### src/rtl/moving_average_normalizer.sv
// rtl/moving_average_normalizer.sv - serial restoring divider that turns a running sum into a saturated mean
//
// Ports:
//   clk, rst              clock, synchronous active-high reset
//   integration_samples   divisor N, latched when a sum is accepted
//   sum_in, sum_in_valid  signed running sum and its one-cycle strobe
//   sum_in_ready          high while idle (combinational from state)
//   mean_out              signed mean, held between results
//   mean_out_valid        one-cycle pulse per result
//   mean_sat              result was clipped to the OUT_WIDTH range
//   dropped, drop_count   pulse and saturating count of strobes seen while busy
module moving_average_normalizer #(
    parameter int SUM_WIDTH = 32,
    parameter int OUT_WIDTH = 16
) (
    input  logic                 clk,
    input  logic                 rst,
    input  logic [SUM_WIDTH-1:0] integration_samples,
    input  logic [SUM_WIDTH-1:0] sum_in,
    input  logic                 sum_in_valid,
    output logic                 sum_in_ready,
    output logic [OUT_WIDTH-1:0] mean_out,
    output logic                 mean_out_valid,
    output logic                 mean_sat,
    output logic                 dropped,
    output logic [15:0]          drop_count
);

    localparam int CW = $clog2(SUM_WIDTH + 1);
    // Magnitude limits of the output range, expressed in the quotient's width.
    localparam logic [SUM_WIDTH-1:0] LP_NEG_MAG = SUM_WIDTH'(1) << (OUT_WIDTH - 1);
    localparam logic [SUM_WIDTH-1:0] LP_POS_MAX = LP_NEG_MAG - SUM_WIDTH'(1);

    typedef enum logic [1:0] {
        S_IDLE,
        S_DIVIDE,
        S_FINISH
    } state_t;

    state_t r_state;
    state_t w_state_next;

    logic                 r_sign;
    logic [SUM_WIDTH-1:0] r_mag;      // dividend in, quotient shifted in from the bottom
    logic [SUM_WIDTH-1:0] r_div;
    logic [SUM_WIDTH:0]   r_rem;
    logic [CW-1:0]        r_cnt;
    logic [OUT_WIDTH-1:0] r_mean;
    logic                 r_mean_valid;
    logic                 r_sat;
    logic                 r_dropped;
    logic [15:0]          r_drop_cnt;

    logic                 w_accept;
    logic                 w_busy_strobe;
    logic [SUM_WIDTH-1:0] w_abs;
    logic [SUM_WIDTH:0]   w_trial;
    logic                 w_ge;
    logic                 w_sat;
    logic [OUT_WIDTH-1:0] w_mag_out;
    logic [OUT_WIDTH-1:0] w_mean;

    always_ff @(posedge clk) begin
        if (rst) begin
            r_state <= S_IDLE;
        end else begin
            r_state <= w_state_next;
        end
    end

    always_comb begin
        w_state_next  = r_state;
        w_accept      = 1'b0;
        w_busy_strobe = 1'b0;
        case (r_state)
            S_IDLE: begin
                if (sum_in_valid) begin
                    w_accept = 1'b1;
                    // N of 0 or 1 means no division: the magnitude is already the quotient.
                    if (integration_samples <= SUM_WIDTH'(1)) begin
                        w_state_next = S_FINISH;
                    end else begin
                        w_state_next = S_DIVIDE;
                    end
                end
            end
            S_DIVIDE: begin
                w_busy_strobe = sum_in_valid;
                if (r_cnt == CW'(1)) begin
                    w_state_next = S_FINISH;
                end
            end
            S_FINISH: begin
                w_busy_strobe = sum_in_valid;
                w_state_next  = S_IDLE;
            end
            default: w_state_next = S_IDLE;
        endcase
    end

    // The most negative sum negates to itself, which read unsigned is exactly 2^(SUM_WIDTH-1).
    assign w_abs   = sum_in[SUM_WIDTH-1] ? -sum_in : sum_in;
    assign w_trial = (r_rem << 1) | {{SUM_WIDTH{1'b0}}, r_mag[SUM_WIDTH-1]};
    assign w_ge    = (w_trial >= {1'b0, r_div});

    // Saturate on the magnitude so the negative limit gets its one extra count.
    assign w_sat     = r_sign ? (r_mag > LP_NEG_MAG) : (r_mag > LP_POS_MAX);
    assign w_mag_out = r_mag[OUT_WIDTH-1:0];

    always_comb begin
        w_mean = r_sign ? -w_mag_out : w_mag_out;
        if (w_sat) begin
            w_mean = r_sign ? {1'b1, {(OUT_WIDTH-1){1'b0}}} : {1'b0, {(OUT_WIDTH-1){1'b1}}};
        end
    end

    always_ff @(posedge clk) begin
        if (rst) begin
            r_sign       <= 1'b0;
            r_mag        <= '0;
            r_div        <= '0;
            r_rem        <= '0;
            r_cnt        <= '0;
            r_mean       <= '0;
            r_mean_valid <= 1'b0;
            r_sat        <= 1'b0;
            r_dropped    <= 1'b0;
            r_drop_cnt   <= '0;
        end else begin
            if (w_accept) begin
                r_sign <= sum_in[SUM_WIDTH-1];
                r_mag  <= w_abs;
                r_div  <= integration_samples;
                r_rem  <= '0;
                r_cnt  <= CW'(SUM_WIDTH);
            end else if (r_state == S_DIVIDE) begin
                r_rem <= w_ge ? (w_trial - {1'b0, r_div}) : w_trial;
                r_mag <= {r_mag[SUM_WIDTH-2:0], w_ge};
                r_cnt <= r_cnt - CW'(1);
            end

            r_mean_valid <= (r_state == S_FINISH);
            if (r_state == S_FINISH) begin
                r_mean <= w_mean;
                r_sat  <= w_sat;
            end

            r_dropped <= w_busy_strobe;
            if (w_busy_strobe && (r_drop_cnt != 16'hFFFF)) begin
                r_drop_cnt <= r_drop_cnt + 16'd1;
            end
        end
    end

    assign sum_in_ready   = (r_state == S_IDLE);
    assign mean_out       = r_mean;
    assign mean_out_valid = r_mean_valid;
    assign mean_sat       = r_sat;
    assign dropped        = r_dropped;
    assign drop_count     = r_drop_cnt;

endmodule

### config.mk
export PLATFORM = sky130hd
export DESIGN_NAME = moving_average_normalizer
export DESIGN_NICKNAME = d
export VERILOG_FILES = /design/src/rtl/moving_average_normalizer.sv
export SDC_FILE = /design/constraint.sdc
export NUM_CORES = 1
export LEC_CHECK = 0
export CAP_MARGIN = 5
export CORE_MARGIN = 5
export CORE_UTILIZATION = 40
export DETAILED_ROUTE_END_ITERATION = 8
export GPL_ROUTABILITY_DRIVEN = 0
export SLEW_MARGIN = 20
export SYNTH_ARGS = -nofsm -noshare
export SYNTH_HDL_FRONTEND = slang
export SYNTH_SLANG_ARGS = --single-unit
### constraint.sdc
create_clock -name clk -period 3.5 [get_ports clk]
set_input_delay 0.7 -clock clk [delete_from_list [all_inputs] [get_ports clk]]
set_output_delay 0.7 -clock clk [all_outputs]
set_load 0.1 [all_outputs]
==> run_results.csv <==
group,metric,value,unit
outcome,outcome,"complete, no violations",
clock_network,cts_hold_buf,0,
setup_path,crit_type,"primary input to flip-flop",
global_routing,grt.overflow.total,0,
routing,drt-vias-per-instance,5.44,
clock_network,cts.clk_slew.worst_paths,0.06,ns
global_routing,first_global_vias,7914,
clock_network,h-tree-depth,4,
clock_network,root_buffer,"clkbuf_16",
floorplanning,fp.dieArea,0.0252,mm^2
power,powerDensity,574,mW/mm^2
routing,drtIter0Drc,451,
yosys,synth-edff-count,0,
place,io_buffer_count,102,
yosys,avgSynthCellArea,7.62,um^2
clock_network,ctsLongestPathBuffers,2,
clock_network,cts_buffers,17,
global_routing,antenna_found_initial,0,
place,place_inst,1521,
yosys,synth_cells,1160,
yosys,ys_warn_count,0,
yosys,synth_top_flop_cell,"dfxtp_1",
cells_and_area,antenna_cells,0,
setup_path,crit_path_end_kind,"flip-flop",
setup_path,critPathRequiredTime,3.83,ns
cells_and_area,final_area,0.0109,mm^2
timing,slew_headroom,0.288,
floorplanning,fp.dieW,159,um
setup_path,critPathArrivalTime,3.66,ns
yosys,seq_area_frac_synth,0.317,
routing,first_pass_iters,5,
floorplanning,std_cell_rows,54,
cells_and_area,drive_gt1_frac,0.0865,
place,dp_slack,-0.296,ns
yosys,syn_area,0.00884,mm^2
cells_and_area,final_cells,1551,
routing,wl_per_cell,14.9,um
yosys,ys_types,65,
timing,timing.final.max_slew_violations,0,
timing,setup_viol,0,
global_routing,grt_first_pass_wirelength,38900,um
floorplanning,start_util,0.406,
routing,antenna_left,0,
floorplanning,core-area,0.0218,mm^2
yosys,ys_ff_latch,140,
timing,rsz0062_at_grt,"no",
setup_path,critical_path.max_fanout,4,
routing,drt_wl_total,23200,um
power,peakVddDrop,0.382,mV
timing,fin_crit,3.33,ns
flow_run,max_cap_violations,0,
clock_network,cts_sinks,140,
global_routing,grt_max_degree,75,
yosys,synthesis.nets,1268,
timing,skew,0.0131,ns
timing,fin_crit_sh,0.951,
clock_network,cts_tree,"yes",
routing,drc,0,
timing,tightest_slew,1.06,ns
power,p_leak,4.09,nW
yosys,async_reset_ff_frac,0,
cells_and_area,fin_util,0.501,
cells_and_area,fin_nets,1368,
place,place_hpwl,17000,um
place,placed_area,0.0103,mm^2
clock_network,cts_resized,0,
setup_path,cp-start-kind,"primary input",
timing,finalHoldViolCount,0,
floorplanning,io_pins,103,
cells_and_area,area_delta_synth_final,23.4,%
timing,max_freq,300,MHz
min_path,hold_class,"flip-flop to flip-flop",
floorplanning,die_height,159,um
global_routing,grtUsageTotal,0.188,
routing,vias,8431,
timing,setup_slack,0.171,ns
clock_network,clk_latency,0.43,ns
clock_network,cts_setup_buffers,0,
==> layer usage <==
layer	track usage	share of wire	up-vias
met3	0.0364	0.033	19
met5	0	0	-
li1	-	-	4358
met2	0.311	0.48	131
met1	0.253	0.48	3923
met4	0.0467	0.010	0
==> synth_stat cells (all sizes together), types with 17 or more instances <==
cell type	instances	share of area
nand2	148	0.063
dfxtp	140	0.32
nor2	112	0.048
a21oi	99	0.056
o21ai	72	0.041
clkbuf	63	0.027
a211oi	59	0.050
inv	56	0.024
xnor2	42	0.042
ha	40	0.057
mux2i	36	0.041
nor3	34	0.019
xor2	24	0.024
nor4	22	0.016
a31oi	21	0.015
or3	20	0.017
nand4	17	0.012
==> layout make-up <==
cell class / count / area [um^2]
clock inverter: 9 / 114
sequential: 140 / 2800
timing repair buffer: 152 / 1380
multi-input combinational: 893 / 5580
tap: 280 / 350
clock buffer: 21 / 460
inverter: 56 / 210
fill: 2159 / 10900
==> logic make-up after synthesis <==
kind of cell,after synthesis,synth area share
AND/OR/NAND/NOR,417,0.223
AO/OA/AOI/OAI,333,0.240
flip-flops,140,0.317
buffers and inverters,127,0.0549
XOR/XNOR,66,0.0654
adder cells (fa/ha/maj),41,0.0589
multiplexers,36,0.0408
==> power breakdown <==
| group | leakage (nW) | internal (mW) | total [mW] | switching [mW] |
|---|---|---|---|---|
| Clock | 0.284 | 1.08 | 1.78 | 0.694 |
| Sequential | 1.15 | 1.76 | 1.90 | 0.142 |
| Combinational | 2.67 | 1.02 | 2.57 | 1.55 |
| Total | 4.09 | 3.87 | 6.26 | 2.39 |
==> flip-flops by register name, indices dropped and copies added, names as in the netlist <==
name            count
r_rem              32
dropped             1
mean_out_valid      1
r_sign              1
mean_out           16
mean_sat            1
drop_count         16
r_state             2
r_div              32
r_mag              32
r_cnt               6
==> layout by cell type, fill, tap and decap left out, types with 24 or more instances in the layout <==
cell	synthesis	final
o21ai_0	68	68
xor2_1	24	24
buf_4	1	60
nor3_1	34	34
nand2_1	148	147
dfxtp_1	140	140
clkdlybuf4s50_1	0	91
a21oi_1	99	99
a211oi_1	59	59
inv_1	56	56
mux2i_1	36	36
xnor2_1	42	42
nor2_1	112	111
ha_1	40	39
==> stage by stage <==
stage	total power, mW	TNS [ns]	hold slack (ns)
after floorplan	3.77	0	0.436
after global placement	4.49	-1.91	0.444
after detailed placement	4.50	-2.58	0.446
after CTS	6.31	0	0.455
after global routing	6.68	0	0.467
final	6.26	0	0.453
==> worst max-delay path: stages <==
cell and delay, ns:
clkdlybuf4s50_1 0.46, nor4_4 0.31, nand2_1 0.10, or4_4 0.42, or3_4 0.38, or3_4 0.37
or3_4 0.41, o31ai_4 0.18, xor2_1 0.09, a211oi_1 0.22
==> final timing paths <==
| check | cells after the start | slack (ns) | start | endpoint |
|---|---|---|---|---|
| worst min register to register | 2 | 0.45 | r_div[18]$_SDFFE_PP0P_ | r_div[18]$_SDFFE_PP0P_ |
| worst max register to register | 12 | 0.35 | r_div[6]$_SDFFE_PP0P_ | r_rem[9]$_SDFFE_PP0P_ |
| worst max-delay path | 10 | 0.17 | sum_in[4] | r_mag[26]$_SDFFE_PP0P_ |
| worst min-delay path | 2 | 0.45 | r_div[18]$_SDFFE_PP0P_ | r_div[18]$_SDFFE_PP0P_ |
Power figures use the tool's default switching activity.
